**config.mk**
```make
export PLATFORM = sky130hd
export DESIGN_NAME = ins_fetch_flat
export DESIGN_NICKNAME = d
export VERILOG_FILES = /design/src/rtl/cpu_pkg.sv /design/src/rtl/ins_fetch_if.sv /design/src/rtl/ins_fetch.sv /design/src/flat_wrapper.sv
export SDC_FILE = /design/constraint.sdc
export NUM_CORES = 1
export LEC_CHECK = 0
export BUFFER_PORTS_ARGS = -buffer_cell sky130_fd_sc_hd__buf_4
export CORE_UTILIZATION = 30
export CTS_BUF_LIST = sky130_fd_sc_hd__clkbuf_16
export CTS_CLUSTER_DIAMETER = 30
export DETAILED_ROUTE_END_ITERATION = 8
export PLACE_DENSITY = 0.58
export SYNTH_ARGS = -nofsm -noshare
export SYNTH_HDL_FRONTEND = slang
export SYNTH_SLANG_ARGS = --single-unit
```
**constraint.sdc**
```tcl
create_clock -name clk -period 1.25 [get_ports clk]
set_input_delay 0.0625 -clock clk [delete_from_list [all_inputs] [get_ports clk]]
set_output_delay 0.0625 -clock clk [all_outputs]
set_load 0.02 [all_outputs]
```
**src/rtl/cpu_pkg.sv**
```systemverilog
// rtl/cpu_pkg.sv - shared opcode, fetch-strobe and fetch-state definitions
package cpu_pkg;

  localparam logic [3:0] OP_NOP = 4'h0;
  localparam logic [3:0] OP_HLT = 4'hF;

  localparam logic [1:0] FETCH_NONE = 2'b00;
  localparam logic [1:0] FETCH_B1   = 2'b01;
  localparam logic [1:0] FETCH_B2   = 2'b10;

  typedef enum logic [2:0] {
    S_IDLE  = 3'd0,
    S_ADDR1 = 3'd1,
    S_LD1   = 3'd2,
    S_DEC   = 3'd3,
    S_ADDR2 = 3'd4,
    S_LD2   = 3'd5,
    S_EXEC  = 3'd6,
    S_HALT  = 3'd7
  } state_t;

  // Opcodes with bit 3 set carry a second byte, except HLT.
  function automatic logic is_two_byte(input logic [3:0] op);
    return op[3] && (op != OP_HLT);
  endfunction

endpackage

```
**src/rtl/ins_fetch_if.sv**
```systemverilog
// rtl/ins_fetch_if.sv - fetch sequencer bus towards ROM, instruction register and execute stage
interface ins_fetch_if #(
  parameter int PC_W = 8
);
  logic            run;
  logic [3:0]      ins;
  logic            exec_done;
  logic            jump;
  logic [PC_W-1:0] jump_addr;
  logic [PC_W-1:0] rom_addr;
  logic            rom_rd;
  logic [1:0]      fetch;
  logic [PC_W-1:0] pc;
  logic            exec;
  logic            halted;

  modport master (
    input  run, ins, exec_done, jump, jump_addr,
    output rom_addr, rom_rd, fetch, pc, exec, halted
  );

  modport slave (
    output run, ins, exec_done, jump, jump_addr,
    input  rom_addr, rom_rd, fetch, pc, exec, halted
  );
endinterface

```
**src/rtl/ins_fetch.sv**
```systemverilog
// rtl/ins_fetch.sv - instruction fetch FSM and program counter
module ins_fetch
  import cpu_pkg::*;
#(
  parameter int PC_W = 8
) (
  input  logic        clk,
  input  logic        rst,
  ins_fetch_if.master bus
);

  state_t          state_q, state_d;
  logic [PC_W-1:0] pc_q, pc_d;

  always_ff @(posedge clk) begin
    if (!rst) begin
      state_q <= S_IDLE;
      pc_q    <= '0;
    end else begin
      state_q <= state_d;
      pc_q    <= pc_d;
    end
  end

  always_comb begin
    state_d = state_q;
    pc_d    = pc_q;
    case (state_q)
      S_IDLE:  if (bus.run) state_d = S_ADDR1;
      S_ADDR1: state_d = S_LD1;
      S_LD1: begin
        pc_d    = pc_q + 1'b1;
        state_d = S_DEC;
      end
      S_DEC: begin
        if (bus.ins == OP_HLT)        state_d = S_HALT;
        else if (is_two_byte(bus.ins)) state_d = S_ADDR2;
        else                           state_d = S_EXEC;
      end
      S_ADDR2: state_d = S_LD2;
      S_LD2: begin
        pc_d    = pc_q + 1'b1;
        state_d = S_EXEC;
      end
      S_EXEC: begin
        if (bus.exec_done) begin
          if (bus.jump) pc_d = bus.jump_addr;
          state_d = S_ADDR1;
        end
      end
      S_HALT:  state_d = S_HALT;
      default: state_d = S_IDLE;
    endcase
  end

  // Outputs depend only on registered state so no input reaches them combinationally.
  always_comb begin
    bus.rom_rd = 1'b0;
    bus.fetch  = FETCH_NONE;
    bus.exec   = 1'b0;
    bus.halted = 1'b0;
    case (state_q)
      S_ADDR1, S_ADDR2: bus.rom_rd = 1'b1;
      S_LD1:            bus.fetch  = FETCH_B1;
      S_LD2:            bus.fetch  = FETCH_B2;
      S_EXEC:           bus.exec   = 1'b1;
      S_HALT:           bus.halted = 1'b1;
      default: ;
    endcase
  end

  assign bus.pc       = pc_q;
  assign bus.rom_addr = pc_q;

endmodule

```
**src/flat_wrapper.sv**
```systemverilog
// flat-port wrapper written by rule: the top's interface ports become plain ports
module ins_fetch_flat import cpu_pkg::*;
#(
  parameter int PC_W = 8
)
  (clk, rst, bus_run, bus_ins, bus_exec_done, bus_jump, bus_jump_addr, bus_rom_addr, bus_rom_rd, bus_fetch, bus_pc, bus_exec, bus_halted);
  ins_fetch_if #(.PC_W(PC_W)) bus_i ();
  input  logic clk;
  input  logic rst;
  input wire logic [$bits(bus_i.run)-1:0] bus_run;
  input wire logic [$bits(bus_i.ins)-1:0] bus_ins;
  input wire logic [$bits(bus_i.exec_done)-1:0] bus_exec_done;
  input wire logic [$bits(bus_i.jump)-1:0] bus_jump;
  input wire logic [$bits(bus_i.jump_addr)-1:0] bus_jump_addr;
  output wire logic [$bits(bus_i.rom_addr)-1:0] bus_rom_addr;
  output wire logic [$bits(bus_i.rom_rd)-1:0] bus_rom_rd;
  output wire logic [$bits(bus_i.fetch)-1:0] bus_fetch;
  output wire logic [$bits(bus_i.pc)-1:0] bus_pc;
  output wire logic [$bits(bus_i.exec)-1:0] bus_exec;
  output wire logic [$bits(bus_i.halted)-1:0] bus_halted;
  assign bus_i.run = bus_run;
  assign bus_i.ins = bus_ins;
  assign bus_i.exec_done = bus_exec_done;
  assign bus_i.jump = bus_jump;
  assign bus_i.jump_addr = bus_jump_addr;
  assign bus_rom_addr = bus_i.rom_addr;
  assign bus_rom_rd = bus_i.rom_rd;
  assign bus_fetch = bus_i.fetch;
  assign bus_pc = bus_i.pc;
  assign bus_exec = bus_i.exec;
  assign bus_halted = bus_i.halted;
  ins_fetch #(.PC_W(PC_W)) u_core (.clk(clk), .rst(rst), .bus(bus_i));
endmodule
```
# [Word-level counts from Yosys, hierarchy flattened]
# Cells that the tools add are included.
[op_classes] n_addsub=1 eq_ne=12 n_mux=12 n_reduce_logical=7
[op_table] cell="one-hot mux 3 bit (8 select lines)" count=1
[op_table] cell="2-to-1 mux 8 bit" count=2
[op_table] cell="one-hot mux 8 bit (2 select lines)" count=1
[op_table] cell="== test 3 bit (second input constant)" count=4
[op_table] cell="2-to-1 mux 3 bit" count=3
[op_table] cell="adder 8 x 1 -> 8 bit (second input constant)" count=1
[op_table] cell="== test 3 x 2 -> 1 bit (second input constant)" count=2
[op_table] cell="!= test 2 bit (second input constant)" count=3
[op_table] cell="== test 4 bit (second input constant)" count=1
[op_table] cell="!= test 4 bit (second input constant)" count=1
[op_table] cell="one-hot mux 2 bit (2 select lines)" count=1
[op_table] cell="OR reduction 2 bit" count=2
[op_table] cell="== test 3 x 1 -> 1 bit (second input constant)" count=1
[op_table] cell="logical NOT 3 bit" count=1
[op_table] cell="2-to-1 mux 1 bit" count=3
[op_table] cell="AND reduction 3 bit" count=1
[op_table] cell="2-to-1 mux 2 bit" count=1
[op_table] cell="AND reduction 2 bit" count=1
[op_table] cell="nonzero test 2 bit" count=1
[op_table] cell="logical AND 1 bit" count=1
[word_totals] regBits=11 inputBits=17

# [Logic depth before layout (Yosys ltp)]
# Gate-level depths: netlist of the first run.
[logic_depth] word_depth=5 mapped_depth=7

# [Worst setup path before layout of the first run]
# OpenSTA, ideal clock, no wires.
[synth_timing] kind="register to register" start="register u_core.state_q[1]" end="register u_core.pc_q[0], in the netlist u_core.bus.pc[0]" setup_time_ps=74 arrival_time_ps=1335 setup_slack_ps=-160 path_stages_with_launch=6 path_buffers=1 path_cell_list="dfxtp_1 buf_6 and3b_2 o21ba_4 or3_1 a31oi_1"
[synth_between] elab_chain_cells=4
[synth_lines] item="start: declaration" line_no="ins_fetch.sv:12" text="state_t state_q, state_d;"
[synth_lines] item="start signal: assignment" line_no="ins_fetch.sv:20" text="state_q <= state_d;"
[synth_lines] item="== test 3 x 2 -> 1 bit or == test 3 bit (tied branches)" line_no="ins_fetch.sv:28" text="case (state_q)"
[synth_lines] item="OR reduction 2 bit (no source line)"
[synth_lines] item="nonzero test 2 bit (no source line)"
[synth_lines] item="AND reduction 3 bit (no source line)"
[synth_lines] item="end signal: assignment" line_no="ins_fetch.sv:21" text="pc_q <= pc_d;"
[synth_lines] item="end: declaration" line_no="ins_fetch.sv:13" text="logic [PC_W-1:0] pc_q, pc_d;"
# Several ways; a longest one is shown, not always the timed one.
# A chain may end at the register's enable or synchronous reset.

# [Worst setup path in the final report of the first run]
[layout_timing] start="register u_core.state_q[0]" end="register u_core.pc_q[0], in the netlist u_core.bus.pc[0]"
# The elaborated chain is that of the path after synthesis.

==> reports/qor.csv, run 1 <==
metric;value;unit
cp_slowest_cell;dfxtp_2;
min_to;u_core.state_q[1]$_SDFFE_PN0P_;
slew_viol_final;0;
clkSinkCount;11;
r2r_start;u_core.state_q[0]$_SDFFE_PN0P_;
overflow;0;
grt_setup_unrepaired;yes;
wl;2580;um
antenna_left;0;
hpwl;1690;um
crit_path_frequent_cell;buf_6;
cts_tree;done;
top_layer;met4;
synthTopCellsByArea;dfxtp_1, buf_4, o21ai_0;
r2r_end;u_core.bus.pc[0]$_SDFFE_PN0P_;
cp_cell_sequence;buf_6 -> and3b_2 -> buf_6 -> o21ba_4 -> or3_1 -> a31oi_1;
max_stage_delay;0.33;ns
portBuffers;37;
wl_met2;1360;um
yosysTopAreaCellShare;0.281;
hp-class;in2reg;
ctsLongestPathBuffers;2;
dieArea;2820;sq um
p_per_area;937;nW/um^2
globalplace.congestion;0.781;
design_area;1370;sq um
critical_path_required;1.42;ns
reg2reg_slack;-0.16;ns
area_delta_synth_final;75.1;%
status;finished with violations;
post-route-period-util;1.13;
finalWorstSetupSlack;-0.158;ns
worstRegToRegCells;6;
syn-num-nets;117;
path_class;reg2reg;
wl_met1;1100;um
ioPinCount;38;
fp-row-count;18;
die_w;53.1;um
tightestPinTransition;0.316;ns
core_area;2480;sq um
fin_cells;184;
yosysSeqAreaShare;0.281;
drv_cap;0;
fmax;0.710;GHz
grt.total_usage;0.179;
root_buffer;clkbuf_16;
vias;946;
grt_pass1_vias;914;
setup_viol;9;
drc;0;
clk_latency;0.24;ns
grt_pass1_wl;3660;um
crit_fanout;6;
wl_per_cell;14.0;um
routed_via_density;5.14;
dpl_cell_area;1140;sq um
cts_hold_buf;0;
hold_start;bus_ins[3];
grt_max_degree;16;
avgSynthCellArea;7.91;sq um
yosys_warnings;0;
antenna_found_initial;0;
ir_worst_vdd;592;uV
numCtsBuffers;3;
slew_headroom;0.789;
hold_path_depth;2;
netlist_area;783;sq um
crit_buf_inv;2;
period_minus_slack;1.41;ns
startpoint_type;flip-flop;
drt_iter0_markers;17;
drive_above_1_share;0.565;
finClkSkew;0.00109;ns
end_kind;flip-flop;
wl_met3;80;um
p_leak;0.673;nW
crit_family;simple AND/OR/NAND/NOR gates;
dp.cells;172;
clk_pin_slew;0.04;ns
h-tree-depth;1;
synth_area_leader_cell;dfxtp_1;
drtPass1Iterations;4;
fin_nets;173;
die_y;53.1;um
yosysUniqueCellTypes;36;
diodes;0;
worstPathArrival;1.58;ns
ys_ff_latch;11;
violations;setup timing;
hold_violations;0;
start_util;0.316;
synth_cells;99;
[worst max-delay path by stage]
stage	from	slack [ns]	to	cells after the start
2_1_floorplan	u_core.state_q[1]$_SDFFE_PN0P_	-0.14	u_core.bus.pc[7]$_SDFFE_PN0P_	6
3_3_place_gp	u_core.state_q[2]$_SDFFE_PN0P_	-0.26	u_core.bus.pc[1]$_SDFFE_PN0P_	5
3_5_place_dp	u_core.state_q[0]$_SDFFE_PN0P_	-0.28	u_core.bus.pc[1]$_SDFFE_PN0P_	5
4_1_cts	u_core.state_q[0]$_SDFFE_PN0P_	-0.15	u_core.bus.pc[6]$_SDFFE_PN0P_	5
5_1_grt	u_core.state_q[0]$_SDFFE_PN0P_	-0.22	u_core.bus.pc[0]$_SDFFE_PN0P_	6
6_report	u_core.state_q[0]$_SDFFE_PN0P_	-0.16	u_core.bus.pc[0]$_SDFFE_PN0P_	6
[cell type report]
class / instances / area (sq um)
repair buffers: 65 / 507
clock inverters: 1 / 3.75
clock buffers: 3 / 75.1
flip-flops and latches: 11 / 229
multi-input cells: 70 / 502
inverters: 4 / 17.5
fillers: 228 / 1110
well taps: 30 / 37.5
[cell families after synthesis]
family                     Yosys count  share of synthesized area
buffers and inverters               18                      0.158
DFF                                 11                      0.281
AOI/OAI and AO/OA                   31                      0.275
xor gates and xnor gates             1                     0.0112
and+or+nand+nor                     37                      0.259
adders and majority gates            1                     0.0160
[routing by layer]
metal  GRT usage  vias to the layer above
met5           0                        -
met4      0.0921                        0
met3      0.0259                        4
met2       0.316                       31
met1       0.204                      453
li1            -                      458
[registers in the layout, summed over array words and instances (netlist names)]
name            cells
u_core.bus.pc       8
u_core.state_q      3
[what timing repair did]
action / CTS / global route
buffers inserted: 4 / 5
hold endpoints to repair: 0 / 0
resized for setup: 12 / 16
gates cloned: 0 / 0
endpoints found under the setup margin: 10 / 11
pin swaps: 4 / 3
[per-stage QoR]
stage          total power, mW  TNS, ns  worst slack (ns)  hold slack [ns]   util
6_report                  1.28   -0.764            -0.158           0.0516  0.554
3_3_place_gp             0.637    -1.43            -0.260            0.311  0.462
3_5_place_dp             0.642    -1.68            -0.285            0.321  0.462
4_1_cts                   1.26   -0.681            -0.152           0.0701  0.520
2_1_floorplan            0.532   -0.690            -0.142            0.194      -
5_1_grt                   1.34    -1.25            -0.218           0.0603  0.554
[power breakdown]
group,internal (mW),leakage (nW),switching [mW]
Clock,0.421,0.0423,0.170
Sequential,0.369,0.0918,0.0150
Combinational,0.170,0.539,0.140
Total,0.959,0.673,0.325
[synth_stat cells]
master     n
dfxtp_1   11
o21bai_1   1
o21ba_4    1
and3b_1    1
a31o_2     1
nand3_1    4
xnor2_1    1
inv_1      4
nor2b_1    1
a21boi_0   2
and2_1     3
nor2_1     7
o211ai_1   2
o21a_1     1
a41oi_1    2
nor3_1     4
nand3b_4   1
o41ai_1    1
nand4_1    1
buf_6      2
ha_1       1
nor3b_1    1
o211a_1    1
buf_4     11
a31oi_1    1
a22oi_1    1
a311oi_1   1
clkbuf_1   1
a21oi_1    5
and3_1     1
nand2_1    9
o21ai_0   10
and3b_2    1
o2111a_1   1
or3_1      2
nand2b_1   1
[cells in the final DEF, fill, tap and decap left out, drive strengths merged]
cell    instances
o21ba           1
nor3            4
xnor2           1
a41oi           2
and2            3
clkbuf          3
nand3b          1
a21boi          2
inv             5
a22oi           1
ha              1
nand2b          1
o21ai          10
and3b           2
o21bai          1
a21oi           5
and3            1
o2111a          1
o211ai          2
nor3b           1
buf            65
nand4           1
o211a           1
o41ai           1
nor2            7
nand2           9
a31oi           1
nand3           4
o21a            1
a311oi          1
dfxtp          11
nor2b           1
a31o            1
or3             2
No activity file was read; power rests on OpenSTA's default activity.
==> run 2: changes to the inputs <==
BUFFER_PORTS_ARGS = -buffer_cell sky130_fd_sc_hd__buf_2   (was -buffer_cell sky130_fd_sc_hd__buf_4)
==> reports/qor.csv, run 2 (synthesis results as in run 1) <==
metric;value;unit;change
dpl_cell_area;1070;sq um;was 1140 sq um
r2r_end;u_core.bus.pc[0]$_SDFFE_PN0P_;;unchanged
status;finished with violations;;unchanged
routed_via_density;4.97;;was 5.14
crit_fanout;5;;was 6
dieArea;2820;sq um;unchanged
die_y;53.1;um;unchanged
antenna_found_initial;0;;unchanged
ir_worst_vdd;753;uV;was 592 uV
startpoint_type;flip-flop;;unchanged
worstRegToRegCells;5;;was 6
finish.utilization;0.506;;was 0.554
core_area;2480;sq um;unchanged
cp_cell_sequence;and3b_2 -> buf_6 -> o21ba_4 -> or3_1 -> a31oi_1;;was buf_6 -> and3b_2 -> buf_6 -> o21ba_4 -> or3_1 -> a31oi_1
slew_viol_final;0;;unchanged
cp_slowest_cell;dfxtp_2;;unchanged
tightestPinTransition;0.268;ns;was 0.316 ns
h-tree-depth;1;;unchanged
finClkSkew;0.00377;ns;was 0.00109 ns
vias;900;;was 946
root_buffer;clkbuf_16;;unchanged
final_cell_mix;buf_2, buf_4, nand2_1, dfxtp_1;;was buf_4, nand2_1, nor2_1, dfxtp_1
clk_latency;0.24;ns;about the same
cts_hold_buf;0;;unchanged
critical_path_required;1.41;ns;was 1.42 ns
overflow;0;;unchanged
fin_nets;170;;was 173
fmax;0.738;GHz;was 0.710 GHz
finalHoldWorstSlack;0.0572;ns;was 0.0516 ns
p_per_area;1000;nW/um^2;was 937 nW/um^2
max_stage_delay;0.32;ns;was 0.33 ns
drtPass1Iterations;4;;unchanged
end_kind;flip-flop;;unchanged
grt.total_usage;0.164;;was 0.179
drt_iter0_markers;10;;was 17
cts_tree;done;;unchanged
post-route-period-util;1.08;;was 1.13
hold_path_depth;2;;unchanged
hpwl;1530;um;was 1690 um
hold_violations;0;;unchanged
ioPinCount;38;;unchanged
path_class;reg2reg;;unchanged
grt_pass1_wl;3360;um;was 3660 um
area_delta_synth_final;59.9;%;was 75.1%
numCtsBuffers;3;;unchanged
final_common_cell;buf_2;;was buf_4
grt_max_degree;16;;unchanged
clk_pin_slew;0.05;ns;was 0.04 ns
largest_reg_flops;8;;unchanged
fp-row-count;18;;unchanged
portBuffers;37;;unchanged
slew_headroom;0.819;;was 0.789
wl_per_cell;12.5;um;was 14.0 um
min_to;u_core.state_q[1]$_SDFFE_PN0P_;;unchanged
antenna_left;0;;unchanged
drc;0;;unchanged
grt_pass1_vias;789;;was 914
setup_tns;-0.289;ns;was -0.764 ns
p_leak;0.640;nW;was 0.673 nW
nFillCells;233;;was 228
wl;2260;um;was 2580 um
hold_start;bus_ins[3];;unchanged
drv_cap;0;;unchanged
r2r_start;u_core.state_q[1]$_SDFFE_PN0P_;;was u_core.state_q[0]$_SDFFE_PN0P_
diodes;0;;unchanged
globalplace.congestion;0.815;;was 0.781
hp-class;in2reg;;unchanged
period_minus_slack;1.35;ns;was 1.41 ns
violations;setup timing;;unchanged
start_util;0.316;;unchanged
reg2reg_slack;-0.10;ns;was -0.16 ns
worstPathArrival;1.52;ns;was 1.58 ns
finalWorstSetupSlack;-0.105;ns;was -0.158 ns
clkSinkCount;11;;unchanged
ctsLongestPathBuffers;2;;unchanged
die_w;53.1;um;unchanged
design_area;1250;sq um;was 1370 sq um
setup_viol;5;;was 9
drive_above_1_share;0.556;;was 0.565
grt_setup_unrepaired;yes;;unchanged
run 2: changes by cell type in the layout (fill, tap and decap cells not counted), moves of 2 or more:
cell,delta
buf_4,-36
buf_2,+35
a21boi_1,-2
buf_6,-2
dfxtp_1,+2
run 2: critical path, delay by kind of cell, from the launching register on:
kind	cells	cell delay (ns)
flip-flops	1	0.32
AND/OR/NAND/NOR	2	0.56
buffers and inverters	1	0.09
AO/OA/AOI/OAI	2	0.31
run 2: what timing repair did:
action,4_1_cts,5_1_grt
hold endpoints to repair,0,0
setup endpoints to repair,9,10
buffers inserted,2,0
cloned,1,0
pin swaps,3,0
resized for setup,17,10
run 2: layout make-up:
class                   count  area [sq um]  share of cell area
clock buffers               3          75.1              0.0599
multi-input cells          70           499               0.399
repair buffers             62           389               0.311
flip-flops and latches     11           224               0.179
clock inverters             1          5.00             0.00400
inverters                   4          22.5              0.0180
well taps                  30          37.5              0.0300
run 2: worst max path at each step:
| stage | startpoint | to | slack (ns) |
|---|---|---|---|
| after floorplan | u_core.state_q[1]$_SDFFE_PN0P_ | u_core.bus.pc[7]$_SDFFE_PN0P_ | -0.14 |
| after global placement | u_core.state_q[2]$_SDFFE_PN0P_ | u_core.bus.pc[0]$_SDFFE_PN0P_ | -0.02 |
| after detailed placement | u_core.state_q[2]$_SDFFE_PN0P_ | u_core.bus.pc[1]$_SDFFE_PN0P_ | -0.10 |
| after CTS | u_core.state_q[1]$_SDFFE_PN0P_ | u_core.bus.pc[0]$_SDFFE_PN0P_ | -0.11 |
| after global routing | u_core.state_q[1]$_SDFFE_PN0P_ | u_core.bus.pc[0]$_SDFFE_PN0P_ | -0.14 |
| final | u_core.state_q[1]$_SDFFE_PN0P_ | u_core.bus.pc[0]$_SDFFE_PN0P_ | -0.10 |
run 2: where the power goes:
group	switching, mW	internal (mW)
combinational	0.140	0.139
sequential	0.0147	0.369
clock	0.170	0.425
total	0.324	0.933
run 2: per-layer routing:
layer | vias to the layer above | GRT usage | routed length (um)
met5 | - | 0 | 0
met4 | 0 | 0.0526 | 16
met3 | 2 | 0.0374 | 131
met2 | 35 | 0.281 | 1160
met1 | 412 | 0.200 | 955
li1 | 451 | - | -
run 2: metrics by stage:
| stage | power [mW] | worst slack (ns) | instances |
|---|---|---|---|
| finish | 1.26 | -0.105 | 181 |
| global route | 1.30 | -0.137 | 181 |
| detailed placement | 0.618 | -0.102 | 174 |
| CTS | 1.26 | -0.105 | 181 |
| floorplan | 0.532 | -0.142 | 99 |
| global placement | 0.614 | -0.0239 | 174 |
==> run 3: changes to the inputs <==
BUFFER_PORTS_ARGS = unset   (was -buffer_cell sky130_fd_sc_hd__buf_2)
CTS_CLUSTER_SIZE = 10   (was unset)
DONT_BUFFER_PORTS = 1   (was unset)
PLACE_DENSITY = 0.45   (was 0.58)
==> reports/qor.csv, run 3 (synthesis results as in run 1) <==
metric;value;unit;change
status;finished with violations;;unchanged
overflow;0;;unchanged
critical_path_required;1.42;ns;was 1.41 ns
dp.cells;142;;was 174
grt_pass1_wl;3250;um;was 3360 um
antenna_left;0;;unchanged
drt_iter0_markers;25;;was 10
die_y;53.1;um;unchanged
hold_violations;0;;unchanged
reg2reg_slack;-0.06;ns;was -0.10 ns
start_util;0.316;;unchanged
crit_end;u_core.bus.pc[0]$_SDFFE_PN0P_;;unchanged
diodes;0;;unchanged
h-tree-depth;1;;unchanged
portBuffers;0;;was 37
finClkSkew;0.000598;ns;was 0.00377 ns
slew_headroom;0.729;;was 0.819
vias;804;;was 900
crit_start;u_core.state_q[1]$_SDFFE_PN0P_;;unchanged
clkSinkCount;11;;unchanged
worstRegToRegCells;4;;was 5
r2r_start;u_core.state_q[1]$_SDFFE_PN0P_;;unchanged
slew_viol_final;0;;unchanged
wl_per_cell;15.0;um;was 12.5 um
final_common_cell;buf_4;;was buf_2
end_kind;flip-flop;;unchanged
grt.total_usage;0.165;;was 0.164
fin_cells;152;;was 181
fin_nets;141;;was 170
power;1.22;mW;was 1.26 mW
startpoint_type;flip-flop;;unchanged
fp-row-count;18;;unchanged
grt_pass1_vias;716;;was 789
die_w;53.1;um;unchanged
p_leak;0.500;nW;was 0.640 nW
dieArea;2820;sq um;unchanged
largest_reg_flops;8;;unchanged
finish.utilization;0.461;;was 0.506
clk_pin_slew;0.04;ns;was 0.05 ns
dpl_cell_area;918;sq um;was 1070 sq um
ioPinCount;38;;unchanged
hpwl;1440;um;was 1530 um
path_class;reg2reg;;unchanged
drv_cap;0;;unchanged
p_per_area;1070;nW/um^2;was 1000 nW/um^2
drtPass1Iterations;4;;unchanged
tightestPinTransition;0.406;ns;was 0.268 ns
post-route-period-util;1.05;;was 1.08
design_area;1140;sq um;was 1250 sq um
area_delta_synth_final;45.7;%;was 59.9%
routed_via_density;5.29;;was 4.97
clk_latency;0.24;ns;about the same
setup_viol;4;;was 5
core_area;2480;sq um;unchanged
final_cell_mix;buf_4, nand2_1, dfxtp_1, o21ai_0, buf_6;;was buf_2, buf_4, nand2_1, dfxtp_1
hp-class;in2reg;;unchanged
worstPathArrival;1.48;ns;was 1.52 ns
wl;2290;um;was 2260 um
finalHoldWorstSlack;0.00667;ns;was 0.0572 ns
drive_above_1_share;0.443;;was 0.556
globalplace.congestion;0.797;;was 0.815
ir_worst_vdd;697;uV;was 753 uV
ctsLongestPathBuffers;2;;unchanged
cts_tree;done;;unchanged
grt_setup_unrepaired;yes;;unchanged
numCtsBuffers;3;;unchanged
antenna_found_initial;0;;unchanged
root_buffer;clkbuf_16;;unchanged
violations;setup timing;;unchanged
drc;0;;unchanged
finalWorstSetupSlack;-0.0616;ns;was -0.105 ns
period_minus_slack;1.31;ns;was 1.35 ns
crit_fanout;5;;unchanged
grt_max_degree;16;;unchanged
r2r_end;u_core.bus.pc[0]$_SDFFE_PN0P_;;unchanged
fmax;0.762;GHz;was 0.738 GHz
[run 3: cell count changes in the layout (fill, tap and decap cells not counted), sizes merged]
| cell | before | now |
|---|---|---|
| buf | 62 | 30 |
| dlygate4sd3 | 0 | 3 |
| clkinv | 1 | 0 |
| inv | 4 | 5 |
[run 3: worst max-delay path: stages (launching register included)]
cell,delay [ns]
dfxtp_4,0.35
and3b_2,0.27
o21ba_4,0.18
or3_1,0.31
a31oi_1,0.13
[run 3: worst min path at each step]
stage | start | to | slack (ns) | depth (start not counted)
after global routing | bus_jump_addr[0] | u_core.bus.pc[0]$_SDFFE_PN0P_ | 0.02 | 2
after detailed placement | rst | u_core.bus.pc[5]$_SDFFE_PN0P_ | 0.20 | 1
after global placement | rst | u_core.bus.pc[5]$_SDFFE_PN0P_ | 0.20 | 1
after floorplan | rst | u_core.bus.pc[0]$_SDFFE_PN0P_ | 0.19 | 2
after CTS | bus_jump_addr[0] | u_core.bus.pc[0]$_SDFFE_PN0P_ | 0.0008 | 2
final | bus_jump_addr[0] | u_core.bus.pc[0]$_SDFFE_PN0P_ | 0.007 | 2
[run 3: through the flow]
step / TNS (ns) / setup WS (ns)
after CTS: -0.107 / -0.0584
final: -0.176 / -0.0616
after global placement: -0.117 / -0.0810
after floorplan: -0.690 / -0.142
after detailed placement: -0.141 / -0.0823
after global routing: -0.391 / -0.102
[run 3: layout make-up]
type | count | area (sq um)
repair buffers | 33 | 278
well taps | 30 | 37.5
flip-flops and latches | 11 | 228
clock inverters | 1 | 3.75
multi-input cells | 70 | 502
fillers | 258 | 1340
inverters | 4 | 17.5
clock buffers | 3 | 75.1
[run 3: timing repair]
| action | in CTS | in global routing |
|---|---|---|
| hold endpoints to repair | 11 | 0 |
| buffers inserted | 2 | 0 |
| gates cloned | 1 | 0 |
| hold buffers | 3 | 0 |
| pin swaps | 1 | 3 |
| setup endpoints to repair | 7 | 11 |
| resized for setup | 7 | 25 |
[run 3: layer usage]
metal / global-route usage / routed length (um) / up-vias / share of wire
li1: - / - / 390 / -
met1: 0.208 / 1040 / 381 / 0.46
met2: 0.255 / 1090 / 29 / 0.48
met3: 0.0489 / 133 / 4 / 0.058
met4: 0.0746 / 22 / 0 / 0.0096
met5: 0 / 0 / - / 0
[run 3: power breakdown]
part	internal, mW	total (mW)	switching (mW)
Clock	0.421	0.585	0.164
Sequential	0.370	0.388	0.0182
Combinational	0.124	0.252	0.128
